===== src/rtl/icache_inv_issuer.sv =====
// ---------------------------------------------------------------------------
// icache_inv_issuer
//
// Initiator side of the instruction-cache external-invalidation handshake.
// Line-granular invalidation requests from a snoop source are buffered in a
// small circular FIFO. They are issued one at a time on extern_inv/inv_addr,
// and each request is held until extern_inv_complete, which pops it.
//
// Optional feature, selected by the macro ICACHE_INV_MERGE_EN:
//   defined   - a snoop whose line already sits in a valid queue entry is
//               absorbed instead of occupying a new entry. The in-flight
//               head entry is excluded from this match.
//   undefined - no comparators are built; every accepted request gets its
//               own entry.
//
// Parameters:
//   DEPTH          FIFO entries (power of two, >= 2)
//   LINE_OFFSET_W  log2 bytes per I-cache line
//
// Ports:
//   clk                  in   core clock
//   rst_n                in   asynchronous active-low reset
//   snoop_valid          in   invalidation request present
//   snoop_addr[31:0]     in   byte address written (offset bits ignored)
//   snoop_ready          out  request accepted when valid & ready
//   extern_inv           out  invalidation request to I-cache tag banks
//   inv_addr[31:0]       out  line-aligned address of the current request
//   extern_inv_complete  in   I-cache finished the current invalidation
//   inv_pending          out  queue holds at least one request
// ---------------------------------------------------------------------------
module icache_inv_issuer #(
    parameter int DEPTH         = 4,
    parameter int LINE_OFFSET_W = 5
) (
    input  logic        clk,
    input  logic        rst_n,
    input  logic        snoop_valid,
    input  logic [31:0] snoop_addr,
    output logic        snoop_ready,
    output logic        extern_inv,
    output logic [31:0] inv_addr,
    input  logic        extern_inv_complete,
    output logic        inv_pending
);

    localparam int LINE_W = 32 - LINE_OFFSET_W;
    localparam int PTR_W  = (DEPTH > 1) ? $clog2(DEPTH) : 1;
    localparam int CNT_W  = PTR_W + 1;

    typedef enum logic {
        ST_IDLE,
        ST_ISSUE
    } state_t;

    state_t             r_state;
    state_t             w_state_next;

    logic [LINE_W-1:0]  r_lines [DEPTH];
    logic [PTR_W-1:0]   r_head;
    logic [PTR_W-1:0]   r_tail;
    logic [CNT_W-1:0]   r_count;
    logic [LINE_W-1:0]  r_inv_line;

    logic [LINE_W-1:0]  w_snoop_line;
    logic               w_merge_hit;
    logic               w_ready;
    logic               w_push;
    logic               w_pop;
    logic               w_load_addr;
    logic               w_unused_offset;

    assign w_snoop_line    = snoop_addr[31:LINE_OFFSET_W];
    assign w_unused_offset = ^snoop_addr[LINE_OFFSET_W-1:0];

`ifdef ICACHE_INV_MERGE_EN
    // A snoop merges into any valid entry holding the same line, except the
    // head while it is being issued: the tag read for that line may already
    // have happened, so a new write to it must be invalidated again.
    logic [DEPTH-1:0] w_hit;

    for (genvar g = 0; g < DEPTH; g++) begin : g_merge_cmp
        logic [PTR_W-1:0] w_offset;
        assign w_offset = PTR_W'(g) - r_head;
        assign w_hit[g] = ({1'b0, w_offset} < r_count) &&
                          !((w_offset == '0) && (r_state == ST_ISSUE)) &&
                          (r_lines[g] == w_snoop_line);
    end

    assign w_merge_hit = |w_hit;
`else
    assign w_merge_hit = 1'b0;
`endif

    // Ready only looks at the current occupancy; a pop in the same cycle
    // does not free a slot early, which keeps ready off the pop path.
    assign w_ready = (r_count < CNT_W'(DEPTH)) | w_merge_hit;
    assign w_push  = snoop_valid & w_ready & ~w_merge_hit;
    assign w_pop   = (r_state == ST_ISSUE) & extern_inv_complete;

    // FIFO storage and pointers; push and pop may happen together.
    always_ff @(posedge clk or negedge rst_n) begin
        if (!rst_n) begin
            for (int i = 0; i < DEPTH; i++) begin
                r_lines[i] <= '0;
            end
            r_head  <= '0;
            r_tail  <= '0;
            r_count <= '0;
        end else begin
            if (w_push) begin
                r_lines[r_tail] <= w_snoop_line;
                r_tail          <= r_tail + PTR_W'(1);
            end
            if (w_pop) begin
                r_head <= r_head + PTR_W'(1);
            end
            case ({w_push, w_pop})
                2'b10:   r_count <= r_count + CNT_W'(1);
                2'b01:   r_count <= r_count - CNT_W'(1);
                default: r_count <= r_count;
            endcase
        end
    end

    // Issue state register.
    always_ff @(posedge clk or negedge rst_n) begin
        if (!rst_n) begin
            r_state <= ST_IDLE;
        end else begin
            r_state <= w_state_next;
        end
    end

    // Next-state logic. ISSUE always returns through IDLE after a complete,
    // so extern_inv is low for at least one cycle between requests; the tag
    // side would otherwise see a held-high request as already started.
    always_comb begin
        w_state_next = r_state;
        w_load_addr  = 1'b0;
        case (r_state)
            ST_IDLE: begin
                if ((r_count != '0) || w_push) begin
                    w_state_next = ST_ISSUE;
                    w_load_addr  = 1'b1;
                end
            end
            ST_ISSUE: begin
                if (extern_inv_complete) begin
                    w_state_next = ST_IDLE;
                end
            end
            default: begin
                w_state_next = ST_IDLE;
            end
        endcase
    end

    // Issue address is captured on entry to ISSUE and held stable until the
    // next request. An empty queue takes the line being pushed right now.
    always_ff @(posedge clk or negedge rst_n) begin
        if (!rst_n) begin
            r_inv_line <= '0;
        end else if (w_load_addr) begin
            r_inv_line <= (r_count != '0) ? r_lines[r_head] : w_snoop_line;
        end
    end

    assign snoop_ready = w_ready;
    assign extern_inv  = (r_state == ST_ISSUE);
    assign inv_addr    = {r_inv_line, {LINE_OFFSET_W{1'b0}}};
    assign inv_pending = (r_count != '0);

endmodule


===== config.mk =====
export PLATFORM = sky130hd
export DESIGN_NAME = icache_inv_issuer
export DESIGN_NICKNAME = d
export VERILOG_FILES = /design/src/rtl/icache_inv_issuer.sv
export SDC_FILE = /design/constraint.sdc
export NUM_CORES = 1
export LEC_CHECK = 0
export ABC_AREA = 1
export CORE_ASPECT_RATIO = 0.5
export CORE_MARGIN = 4
export CORE_UTILIZATION = 49
export CTS_BUF_LIST = sky130_fd_sc_hd__clkbuf_16
export DETAILED_ROUTE_END_ITERATION = 8
export PLACE_DENSITY = 0.77
export SYNTH_ARGS = -nofsm -noshare
export SYNTH_HDL_FRONTEND = slang
export SYNTH_SLANG_ARGS = --single-unit

===== constraint.sdc =====
create_clock -name clk -period 1.5 [get_ports clk]
set_input_delay 0.3 -clock clk [delete_from_list [all_inputs] [get_ports clk]]
set_output_delay 0.3 -clock clk [all_outputs]
set_load 0.01 [all_outputs]

; After elaboration in Yosys (flattened, before gate mapping)
; Index checks and enable logic that the tools add are counted.
[op_classes]
eq_ne = 2
addsub = 4
muxes = 12
n_reduce_logical = 4
n_lt_le_gt_ge = 4
n_bitwise = 5
[op_table]
columns = op, count
row1 = $bwmux 108, 1
row2 = $mux 27, 4
row3 = $bmux 27 s2, 1
row4 = $demux 27 s2, 1
row5 = $ge 3x3->1 const B, 2
row6 = $not 2->3, 2
row7 = $pmux 3 s2, 1
row8 = $add 2x1->2 const B, 2
row9 = $add 3x1->3 const B, 1
row10 = $lt 3x1->1 const B, 1
row11 = $lt 3x3->1 const B, 1
row12 = $mux 1, 3
row13 = $reduce_bool 3->1, 1
row14 = $sub 3x1->3 const B, 1
row15 = $and 1x1->1, 2
row16 = $eq 2x1->1 const B, 1
row17 = $eq 2x2->1 const B, 1
row18 = $pmux 1 s2, 1
row19 = $reduce_bool 2->1, 1
row20 = $logic_and 1x1->1, 1
row21 = $logic_or 1x1->1, 1
row22 = $not 1->1, 1
[word_totals]
inputBits = 36
output_inout_bits = 35
regBits = 143

; Longest topological paths before layout
[logic_depth]
depth_word = 6
ltp_mapped = 9

; Least setup slack after synthesis
; No wires, ideal clock.
[synth_timing]
path_type = reg2reg
startpoint = reg r_count[2]
endpoint = reg r_count[2]
n_path_buf = 0
t_required_ns = 1.421
arrival_ns = 1.575
path_stages_with_launch = 9
synth_period_minus_slack_ns = 1.654
setup_time_ns = 0.079
path_slack_ns = -0.154
cell_sequence = dfrtp_1 -> nor2_4 -> inv_1 -> ha_1 -> inv_1 -> fa_1 -> or2_2 -> nand2_1 -> xor2_1
[synth_via]
elab_chain_cells = 4
elab_cells_between_ends = 8
[synth_rtl]
columns = element, line_no
row1 = start: declaration, 61  ; logic [CNT_W-1:0] r_count;
row2 = start signal: assignment, 118  ; 2'b10: r_count <= r_count + CNT_W'(1);
row3 = start signal: assignment, 119  ; 2'b01: r_count <= r_count - CNT_W'(1);
row4 = start signal: assignment, 120  ; default: r_count <= r_count;
row5 = $lt 3x3->1, 96  ; assign w_ready = (r_count < CNT_W'(DEPTH)) | w_merge_hit;
row6 = $and 1x1->1, 97  ; assign w_push = snoop_valid & w_ready & ~w_merge_hit;
row7 = $eq 2x1->1 / $eq 2x2->1 (equally long branches), 117  ; case ({w_push, w_pop})
row8 = $pmux 3 s2 / $reduce_bool 2->1 (equally long branches), -
; Several ways; a longest one is shown, not always the timed one.
; A chain may end at the register's enable or synchronous reset.

; Worst setup path in the final report
; Ends and elaborated chain as after synthesis.

==> impl_metrics.yaml <==
place:
  portBuffers: 60
  hpwlAfterDp_mm: 9.80
  routabilityCongestion: 0.770
  place_area_sq_mm: 0.00776
timing:
  fin_ws_ns: -0.180
  max_freq_mhz: 595
  final-setup-viol-count: 4
  clock_skew_ns: 0.0116
  rsz0062_at_grt: "yes"
  fin_tns_setup_ns: -0.305
  period_needed_ns: 1.68
  finalMaxSlewViolations: 0
  finalHoldViolations: 0
  period_share_pct: 112
yosys:
  async_reset_ff_share_pct: 100
  syn_area_sq_mm: 0.00681
  synth.most_common_cell: "nand2_1"
  yosysUniqueCellTypes: 23
  synth_commonest_cells: "355 x nand2_1, 143 x dfrtp_1, 86 x o21ai_1"
  syn_inst: 832
  netlist.top_cell.by_area: "dfrtp_1"
  yosysWarningCount: 0
  synth_area_leaders: "dfrtp_1 53%, nand2_1 20%, o21ai_1 6.3%"
  ys_ff_latch: 143
  synth-edff-count: 0
  avgSynthCellArea_sq_um: 8.19
  ys.flop_type: "dfrtp_1"
  synth_seq_area_share_pct: 52.5
  synth_top_area_share_pct: 52.5
detailed_routing:
  dr.pass1.iters: 5
  routed_wl_mm: 15.3
  num_vias: 5496
  drc: 0
  ant_nets: 0
  viasPerCell: 4.95
  first_iter_violations: 448
  wl_per_cell_um: 13.7
floorplanning:
  die_x_um: 175
  die-area_sq_mm: 0.0160
  core_sq_mm: 0.0136
  io_pins: 71
  start_util_pct: 50.1
  rows: 30
  die_h_um: 91.4
cells_and_area:
  syn2layout_area_growth_pct: 22.8
  nets: 948
  multi_input_area_sq_mm: 0.00270
  seqCellArea_sq_mm: 0.00358
  antennaDiodeCount: 0
  drive_gt1_share_pct: 12.6
  design_area_sq_mm: 0.00837
  fillers: 1173
setup_path:
  crit_fanout: 2
  path_class: "reg -> reg"
  cp-end-kind: "register"
  worstPathArrival_ns: 2.02
  required_ns: 1.84
  cp-start-kind: "register"
global_route:
  grtUsageTotal_pct: 20.5
  grt_start_max_net_pins: 61
  grt_pass1_vias: 5540
  grt_first_pass_wirelength_mm: 26.8
  gr-total-overflow: 0
  antenna_found_initial: 0
clocking:
  cts_sinks: 143
  cts.clk_slew.worst_paths_ns: 0.07
  cts-root-buf: "clkbuf_16"
  clk_latency_ns: 0.41
  numCtsBuffers: 17
  cts_tree: "yes"
  htree_levels: 4
  cts_buffer_depth: 2
job:
  drv_cap: 0
pwr:
  internal-power_mw: 11.5
  p_comb_share_pct: 43.4
  powerDensity_mw_per_mm2: 2270
  ir_drop_mv: 1.07
  leakage_nw: 4.33
  p_sw_mw: 7.47
  switching_share_pct: 39.4
  p_clk_share_pct: 21.7
  pwr-share-seq_pct: 35.0
min_path:
  hold_path_class: "in -> async"
status:
  violations: "negative setup slack"
  status: "finished with violations"
[cells by family after synthesis]
| kind of cell | share of synthesized area (%) |
|---|---|
| AND/OR/NAND/NOR | 28.0 |
| flip-flops | 52.5 |
| AO/OA/AOI/OAI | 9.44 |
| buffers and inverters | 8.30 |
| adder cells (fa/ha/maj) | 1.21 |
| XOR/XNOR | 0.514 |
| other | 0.0550 |
[flip-flops by register name (all words and copies together), names as in the netlist]
register,flops
extern_inv,1
r_head,2
r_count,3
r_inv_line,27
r_lines,108
r_tail,2
[repair_timing]
action,CTS,global route
setup endpoints to repair,31,5
gates resized for setup,40,4
setup buffers,2,3
endpoints found under the hold margin,29,0
pin swaps,0,1
hold buffers,1,0
[power by group through the flow]
stage	Clock [mW]	Sequential, mW	Combinational [mW]
floorplan	0	6.62	5.53
finish	4.11	6.63	8.23
CTS	4.17	6.61	8.27
global placement	0	6.59	8.09
detailed placement	0	6.65	8.33
global route	4.36	6.86	9.41
[stage by stage]
step	instances	hold WS (ns)	setup slack (ns)	total power, mW	utilization (%)
final	1111	0.342	-0.180	19.0	61.6
after global routing	1111	0.374	-0.226	20.6	61.6
after CTS	1108	0.335	-0.168	19.1	61.4
after detailed placement	1073	0.216	-0.523	15.0	57.1
after global placement	1073	0.214	-0.470	14.7	57.1
after floorplan	836	0.00441	-0.0669	12.1	-
[final timing paths]
kind,start,to,slack [ns],depth (start not counted)
worst max-delay path,r_count[2],r_count[2],-0.18,9
max in group asynchronous,rst_n,r_head[0],0.51,3
worst min-delay path,rst_n,r_inv_line[5],0.34,2
min in group clk,r_inv_line[9],r_inv_line[9],0.47,2
worst max register to register,r_count[2],r_count[2],-0.18,9
worst min register to register,r_inv_line[9],r_inv_line[9],0.47,2
[worst max-delay path, cell delays in order (launching register included)]
cell     delay (ns)
dfrtp_1        0.42
buf_12         0.13
nor2_4         0.03
inv_1          0.05
ha_2           0.16
inv_2          0.04
fa_2           0.33
or2_4          0.25
nand2_2        0.06
xor2_1         0.13
[cell type report]
cell class                      instances  area share [%]
Clock inverter                         15            1.81
Sequential cell                       143            42.8
Tap cell                              192            2.87
Inverter                               39            1.78
Timing Repair Buffer                  102            13.4
Multi-Input combinational cell        603            32.2
Clock buffer                           17            5.08
[layer usage]
metal / vias up / GRT usage, % / wire length, um
li1: 2762 / - / -
met1: 2585 / 28.4 / 7310
met2: 139 / 33.1 / 7200
met3: 10 / 3.70 / 644
met4: 0 / 6.60 / 108
met5: - / 0 / 0
[cell usage in the layout (no fill, tap or decap), types with 3 or more instances in the layout]
master           count
clkbuf_16           17
nand2_1            354
dfrtp_1            142
buf_4               21
buf_12              19
o21ai_2             22
nand3_1             55
ha_1                 4
dlygate4sd2_1       27
inv_2                3
xor2_1               3
nor2_1              57
inv_6                5
buf_6                4
conb_1               5
clkinv_4             4
nand2_4              5
inv_1               34
o21ai_1             87
clkdlybuf4s50_1     29
No activity file was read; power rests on OpenSTA's default activity.
